File: src/rtl/acc_pkg.sv
// rtl/acc_pkg.sv - shared types and sizes for the product accumulator (ACC_SATURATE_EN selects saturation)
package acc_pkg;

    // Width of the unsigned product delivered by the 4x4 multiplier
    localparam int PROD_W = 8;

    // Default accumulator/result width and beat-counter width
    localparam int ACC_W_DEF   = 16;
    localparam int COUNT_W_DEF = 4;

    // Packet FSM: collecting the first beat, collecting the rest, presenting the result
    typedef enum logic [1:0] {
        IDLE  = 2'd0,
        ACCUM = 2'd1,
        HOLD  = 2'd2
    } state_t;

endpackage

File: src/rtl/acc_sat_add.sv
// rtl/acc_sat_add.sv - accumulator plus product adder with carry; wraps, or clamps when ACC_SATURATE_EN is defined
module acc_sat_add
    import acc_pkg::*;
#(
    parameter int ACC_W = ACC_W_DEF
) (
    input  logic [ACC_W-1:0]  a,
    input  logic [PROD_W-1:0] b,
    output logic [ACC_W-1:0]  sum,
    output logic              carry
);

    logic [ACC_W:0] full;

    // One extra bit catches the carry out of the accumulator width
    always_comb begin
        full  = {1'b0, a} + {{(ACC_W + 1 - PROD_W){1'b0}}, b};
        carry = full[ACC_W];
`ifdef ACC_SATURATE_EN
        // Clamp at all-ones; once clamped, later additions carry again and keep it there
        sum   = carry ? {ACC_W{1'b1}} : full[ACC_W-1:0];
`else
        sum   = full[ACC_W-1:0];
`endif
    end

endmodule

File: src/rtl/product_accumulator.sv
// rtl/product_accumulator.sv - per-packet product accumulator with registered result handshake (ACC_SATURATE_EN optional)
module product_accumulator
    import acc_pkg::*;
#(
    parameter int ACC_W   = ACC_W_DEF,
    parameter int COUNT_W = COUNT_W_DEF
) (
    input  logic               clk,
    input  logic               rst_n,
    input  logic               in_valid,
    output logic               in_ready,
    input  logic [PROD_W-1:0]  in_prod,
    input  logic               in_last,
    output logic               out_valid,
    input  logic               out_ready,
    output logic [ACC_W-1:0]   out_sum,
    output logic [COUNT_W-1:0] out_count,
    output logic               out_ovf
);

    localparam logic [COUNT_W-1:0] CNT_MAX = {COUNT_W{1'b1}};

    state_t             state;
    logic [ACC_W-1:0]   acc;
    logic [COUNT_W-1:0] cnt;
    logic               ovf;
    logic               valid_q;
    logic [ACC_W-1:0]   add_sum;
    logic               add_carry;

    acc_sat_add #(
        .ACC_W (ACC_W)
    ) u_add (
        .a     (acc),
        .b     (in_prod),
        .sum   (add_sum),
        .carry (add_carry)
    );

    // Ready depends on state only so upstream never sees a combinational loop
    always_comb begin
        in_ready = (state != HOLD);
    end

    // Packet FSM: accumulate beats, then hold the registered result until consumed
    always_ff @(posedge clk or negedge rst_n) begin
        if (!rst_n) begin
            state   <= IDLE;
            acc     <= '0;
            cnt     <= '0;
            ovf     <= 1'b0;
            valid_q <= 1'b0;
        end else begin
            case (state)
                IDLE: begin
                    if (in_valid) begin
                        acc <= ACC_W'(in_prod);
                        cnt <= COUNT_W'(1);
                        ovf <= 1'b0;
                        if (in_last) begin
                            state   <= HOLD;
                            valid_q <= 1'b1;
                        end else begin
                            state   <= ACCUM;
                        end
                    end
                end
                ACCUM: begin
                    if (in_valid) begin
                        acc <= add_sum;
                        cnt <= (cnt == CNT_MAX) ? cnt : cnt + COUNT_W'(1);
                        ovf <= ovf | add_carry;
                        if (in_last) begin
                            state   <= HOLD;
                            valid_q <= 1'b1;
                        end
                    end
                end
                HOLD: begin
                    if (out_ready) begin
                        state   <= IDLE;
                        valid_q <= 1'b0;
                    end
                end
                default: begin
                    state   <= IDLE;
                    valid_q <= 1'b0;
                end
            endcase
        end
    end

    // Result registers double as the running accumulator; they cannot change in HOLD
    always_comb begin
        out_valid = valid_q;
        out_sum   = acc;
        out_count = cnt;
        out_ovf   = ovf;
    end

endmodule

File: config.mk
export PLATFORM = sky130hd
export DESIGN_NAME = product_accumulator
export DESIGN_NICKNAME = d
export VERILOG_FILES = /design/src/rtl/acc_pkg.sv /design/src/rtl/acc_sat_add.sv /design/src/rtl/product_accumulator.sv
export SDC_FILE = /design/constraint.sdc
export NUM_CORES = 1
export LEC_CHECK = 0
export CAP_MARGIN = 10
export CORE_MARGIN = 3
export CORE_UTILIZATION = 25
export CTS_BUF_LIST = sky130_fd_sc_hd__clkbuf_4 sky130_fd_sc_hd__clkbuf_8
export DETAILED_ROUTE_END_ITERATION = 8
export GPL_ROUTABILITY_DRIVEN = 0
export HOLD_SLACK_MARGIN = 0.02
export PLACE_DENSITY = 0.51
export SLEW_MARGIN = 20
export SYNTH_ARGS = -nofsm -noshare
export SYNTH_HDL_FRONTEND = slang
export SYNTH_SLANG_ARGS = --single-unit
File: constraint.sdc
create_clock -name clk -period 4.6 [get_ports clk]
set_input_delay 0.92 -clock clk [delete_from_list [all_inputs] [get_ports clk]]
set_output_delay 0.92 -clock clk [all_outputs]
set_load 0.02 [all_outputs]
==> impl_results.md, run 1 <==
- Max-Cap Viols: 0
- Clk slew on worst S/H paths: roughly 0.090 ns
- Number of cell rows: 27
- CP Capture Type: flip-flop
- Setup TNS: 0 ns
- H-Tree Level Count: 1
- CP max-delay cell: fa_1
- Layout cells sized above 1: 0.0564
- Hold depth: 1
- Max Used Layer: met4
- Core ar.: ~5600 sq um
- RSZ-0062 raised after global routing: no
- I/O Buffers: 35
- Dominant synthesized flop cell: dfrtp_1
- Num CTS Buffers: 3
- Switching pwr: roughly 0.00034 W
- Root Driver: clkbuf_8
- Post-cts sizing count: 0
- Worst-path cell chain: clkdlybuf4s50_1 -> ha_1 -> fa_1 -> a211oi_1 -> o21ai_0 -> xor2_1 -> mux2i_1 -> o21ai_0
- Leak Pwr: between 0.8 and 0.9 nW
- Post-DP HPWL: about 2.6 mm
- Maximum vdd drop: approximately 0.00014 V
- Hold wc startpoint: out_ovf$_DFFE_PN0P_
- Post-route antenna net violation count: 0
- Type of the worst min-delay path: reg2reg
- CP Max Fanout: 3
- Initial Util: 0.262
- Most used cell, CP: o21ai_0
- Clock share of power: 0.208
- # diodes: 0
- CTS Hold Bufs: 0
- Clock Latency Late Sink: about 0.27 ns
- Register area: 601 sq um
- Syn_nets: between 150 and 200
- Drt wl/cell: between 10 and 15 um
- FMAX: 359 MHz
- Drt first-iter violations: 79
- Final net count: ~220
- Final worst slack: 1.82 ns
- WL met1: between 1.5 and 2 mm
- Final core occ: 0.351
- Crit. Startpoint: in_prod[0]
- Depth of the worst register-to-register path: 4
- Cell Pwr Density: about 460 nW/um^2
- Finish-stage setup viols: 0
- Die width: 82.6 um
- Syn Std Cell Area: 1470 sq um
- Number of library cell types mapped by synthesis: 37
- Int Power: ~0.00056 W
- Crit Path Class: in2reg
- Slew headroom: 0.450
- Sequential power share: 0.331
- Commonest non-fill, non-tap cells in the layout: clkdlybuf4s50_1, dfrtp_1, o21ai_0
- Area taken by multi-input logic gates: 828 sq um
- Worst Max-Slew Pin Slew: 0.826 ns
- CP max stage delay: about 0.44 ns
- Met3 WL: between 150 and 200 um
- Largest net degree at the start of global routing: 24
- Min Tclk post-route: 2.78 ns
- Global-route wire length before repair: roughly 5.9 mm
- Post-CTS setup buffers: 0
- Die height: 82.6 um
- Leading cell type in the layout, fill and taps excluded: clkdlybuf4s50_1
- Final hold violation count: 0
- Area Overhead vs Synth: 34.3%
- Via count: around 1,300
- Clock skew: roughly 0.0021 ns
- Final WL: 3.40 mm
- Sw Share: 0.379
- Gr usage total: 0.111
- Synth Register Bits: 24
- CTS tree: yes
- Initial antenna violation count: 0
- Final Cycle Share: 0.605
- Total power: 0.000908 W
- Drt pass-1 iters: 4
- Total grt overflow: 0
- Worst slack, placed: 1.53 ns
- Yosys synthesis warning count: 0
- CP arrival: around 2.9 ns
- Vias per cell: roughly 4.8
- Sequential share of the synthesized area: 0.409
- CTS sink cnt: 24
- Final Max Tran Viols: 0
- DR WL met2: 1.56 mm
- Worst Path Required: between 4 and 5 ns
- Ys async rst share: 1.00
- # IOs: 36
- Mean post-synth cell area: just over 9 sq um
- Critical register-to-register path startpoint: state[1]$_DFFE_PN0P_
- Gate Count Post-Synth: between 150 and 200
- Startpoint types: primary input
- Number of global-route vias before repair: 1,271
- Fin cells: about 270
- Comb pwr share: 0.461
- Post-synth EDFFs: 0
- Status: completed
- Clock tree buffer depth: 2
- Die area: between 6000 and 7000 sq um
- Placed Cells: roughly 260
- DRC Markers: 0
- # fillers: 615
flip-flops by register name, indices dropped and copies added, names as in the netlist:
register	cells
out_count	4
out_ovf	1
out_sum	16
out_valid	1
state	2
cell type report:
type                       instances  share of cell area
timing repair buffer              37               0.185
inverter                           4             0.00762
clock inverter                     1              0.0152
multi-input combinational        126               0.420
tap                               72              0.0457
clock buffer                       3              0.0210
sequential                        24               0.305
power by group through the flow:
stage | clock network (W) | registers [W] | logic [W]
floorplan | 0 | 0.000347 | 0.000224
global placement | 0 | 0.000306 | 0.000420
detailed placement | 0 | 0.000307 | 0.000420
CTS | 0.000195 | 0.000302 | 0.000425
global route | 0.000204 | 0.000310 | 0.000468
finish | 0.000189 | 0.000301 | 0.000418
routing by layer:
| metal | global-route usage | up-vias |
|---|---|---|
| met5 | 0 | - |
| met4 | 0.0245 | 0 |
| met3 | 0.0206 | 2 |
| met2 | 0.183 | 26 |
| met1 | 0.151 | 605 |
| li1 | - | 650 |
critical path, delay by kind of cell:
| kind | cells | cell delay, ns |
|---|---|---|
| adder cells (fa/ha/maj) | 2 | 0.69 |
| AO/OA/AOI/OAI | 3 | 0.58 |
| buffers and inverters | 1 | 0.43 |
| XOR/XNOR | 1 | 0.16 |
| multiplexers | 1 | 0.13 |
stage by stage:
stage / hold slack (ns) / cell area, sq um
final: 0.518 / 1970
after global routing: 0.544 / 1970
after CTS: 0.525 / 1970
after detailed placement: 0.503 / 1900
after global placement: 0.494 / 1900
after floorplan: 0.484 / 1470
synthesized netlist by cell type, types with 3 or more instances:
library cell,n,area [sq um]
dfrtp_1,24,601
o21ai_0,20,100
nand2_1,18,67.6
a21oi_1,16,80.1
nor2_1,10,37.5
ha_1,9,113
mux2i_1,6,60.1
nand3_1,6,30.0
xor2_1,5,43.8
inv_1,4,15.0
or3_1,4,25.0
clkbuf_1,3,11.3
nand4_1,3,18.8
o211ai_2,3,37.5
xnor2_1,3,26.3
logic make-up after synthesis:
logic type,Yosys count,synth area share
buffers and inverters,9,0.0264
AO/OA/AOI/OAI,52,0.222
multiplexers,6,0.0409
flip-flops,24,0.409
adder cells (fa/ha/maj),10,0.0904
AND/OR/NAND/NOR,50,0.164
XOR/XNOR,8,0.0477
final timing paths:
check / to / slack, ns
worst min-delay path: out_ovf$_DFFE_PN0P_ / 0.52
worst max-delay path: out_sum[6]$_DFFE_PN0P_ / 1.82
worst min register to register: out_ovf$_DFFE_PN0P_ / 0.52
worst max register to register: out_sum[9]$_DFFE_PN0P_ / 2.49
min in group asynchronous: out_sum[13]$_DFFE_PN0P_ / 1.06
max in group asynchronous: out_sum[4]$_DFFE_PN0P_ / 2.93
Power figures use the tool's default switching activity.
==> run 2: changes to the inputs <==
==> constraint.sdc (replaced) <==
create_clock -name clk -period 2.78 [get_ports clk]
set_input_delay 0.556 -clock clk [delete_from_list [all_inputs] [get_ports clk]]
set_output_delay 0.556 -clock clk [all_outputs]
set_load 0.02 [all_outputs]
==> impl_results.md, run 2 (synthesis gave the netlist of run 1 again) <==
- Gr usage total: 0.111
- Drt wl/cell: around 12 um
- Die area: roughly 6800 sq um
- Layout cells sized above 1: 0.0800
- Clk slew on worst S/H paths: ~0.09 ns
- Crit Path Class: in2reg
- Largest net degree at the start of global routing: 25
- Final Max Tran Viols: 0
- Fin area: 2010 sq um
- Final net count: around 220
- Initial Util: 0.262
- Drt pass-1 iters: 4
- Worst Max-Slew Pin Slew: ~0.39 ns
- Leading cell type in the layout, fill and taps excluded: clkdlybuf4s50_1
- Commonest non-fill, non-tap cells in the layout: clkdlybuf4s50_1, dfrtp_1, o21ai_0
- DRC Markers: 0
- RSZ-0062 raised after global routing: no
- Root Driver: clkbuf_8
- Final hold violation count: 0
- Clock skew: approximately 0.0036 ns
- Final Cycle Share: 0.852
- # diodes: 0
- Post-route antenna net violation count: 0
- H-Tree Level Count: 1
- Slew headroom: 0.735
- Worst Path Required: 2.94 ns
- Die height: a little over 80 um
- # fillers: 590
- I/O Buffers: 35
- Clock Latency Late Sink: ~0.27 ns
- Core ar.: 5610 sq um
- Die width: about 83 um
- Total grt overflow: 0
- Vias per cell: roughly 4.7
- Initial antenna violation count: 0
- Clock tree buffer depth: 2
- CP Max Fanout: 4
- CP Capture Type: flip-flop
- Register area: approximately 600 sq um
- Leak Pwr: 0.847 nW
- Type of the worst min-delay path: reg2reg
- Finish-stage setup viols: 0
- CTS sink cnt: 24
- Post-cts sizing count: 0
- Number of cell rows: 27
- Total power: 0.00151 W
- # IOs: 36
- Post-CTS setup buffers: 0
- Status: completed
- Worst hold slack: around 0.52 ns
- Area Overhead vs Synth: 36.8%
- Final WL: between 3 and 4 mm
- CTS Hold Bufs: 0
- Setup TNS: 0 ns
- Placed cell areas: slightly below 2000 sq um
- CTS tree: yes
- CP arrival: between 2 and 3 ns
- Drt first-iter violations: between 40 and 50
- Maximum vdd drop: 0.000253 V
- Via count: between 1,000 and 1,500
- Final core occ: 0.358
- Max-Cap Viols: 0
- Post-DP HPWL: between 2 and 3 mm
- Num CTS Buffers: 3
- Min Tclk post-route: between 2 and 2.5 ns
- Startpoint types: primary input
- Global-route wire length before repair: 5.84 mm
- Area taken by multi-input logic gates: 828 sq um
- FMAX: between 400 and 500 MHz
- Max FFs per register: 16
- Number of global-route vias before repair: between 1,000 and 1,500
- Cell Pwr Density: between 700 and 800 nW/um^2
-- run 2: changes by cell type in the layout (fill, tap and decap cells not counted), sizes merged --
cell,before,now
buf,2,7
-- run 2: worst paths after layout --
kind | slack [ns] | from | endpoint | cells past startpoint
max in group asynchronous | 1.88 | rst_n | state[0]$_DFFE_PN0P_ | 2
min | 0.52 | out_ovf$_DFFE_PN0P_ | out_ovf$_DFFE_PN0P_ | 1
max reg2reg | 0.73 | out_sum[0]$_DFFE_PN0P_ | out_ovf$_DFFE_PN0P_ | 7
min in group asynchronous | 0.65 | rst_n | out_sum[13]$_DFFE_PN0P_ | 2
max | 0.41 | in_prod[0] | out_ovf$_DFFE_PN0P_ | 8
min reg2reg | 0.52 | out_ovf$_DFFE_PN0P_ | out_ovf$_DFFE_PN0P_ | 1
-- run 2: cell type report --
type / instances / share of cell area
clock buffers: 3 / 0.0206
clock inverters: 1 / 0.0150
inverters: 4 / 0.00748
multi-input cells: 126 / 0.412
flip-flops and latches: 24 / 0.299
well taps: 72 / 0.0449
repair buffers: 42 / 0.201
-- run 2: metal layers --
layer | track usage | wire length [um]
met1 | 0.159 | 1710
met2 | 0.165 | 1470
met3 | 0.0228 | 142
met4 | 0.0392 | 53
met5 | 0 | 0
-- run 2: stage by stage --
step / std cells / worst slack, ns
2_1_floorplan: 159 / 0.669
3_3_place_gp: 268 / 0.150
3_5_place_dp: 268 / 0.137
4_1_cts: 272 / 0.419
5_1_grt: 272 / 0.222
6_report: 272 / 0.412
-- run 2: report_power, final --
| part | internal (W) | switching [W] | leakage, nW |
|---|---|---|---|
| Combinational | 0.000331 | 0.000374 | 0.502 |
| Clock | 0.000193 | 0.000121 | 0.0357 |
| Sequential | 0.000420 | 0.0000751 | 0.309 |
-- run 2: critical path, stage by stage --
cell,delay (ns)
clkdlybuf4s50_1,0.43
ha_1,0.25
fa_1,0.40
a211oi_1,0.35
o211ai_2,0.15
nand2_1,0.16
nor3_1,0.07
o22a_1,0.17
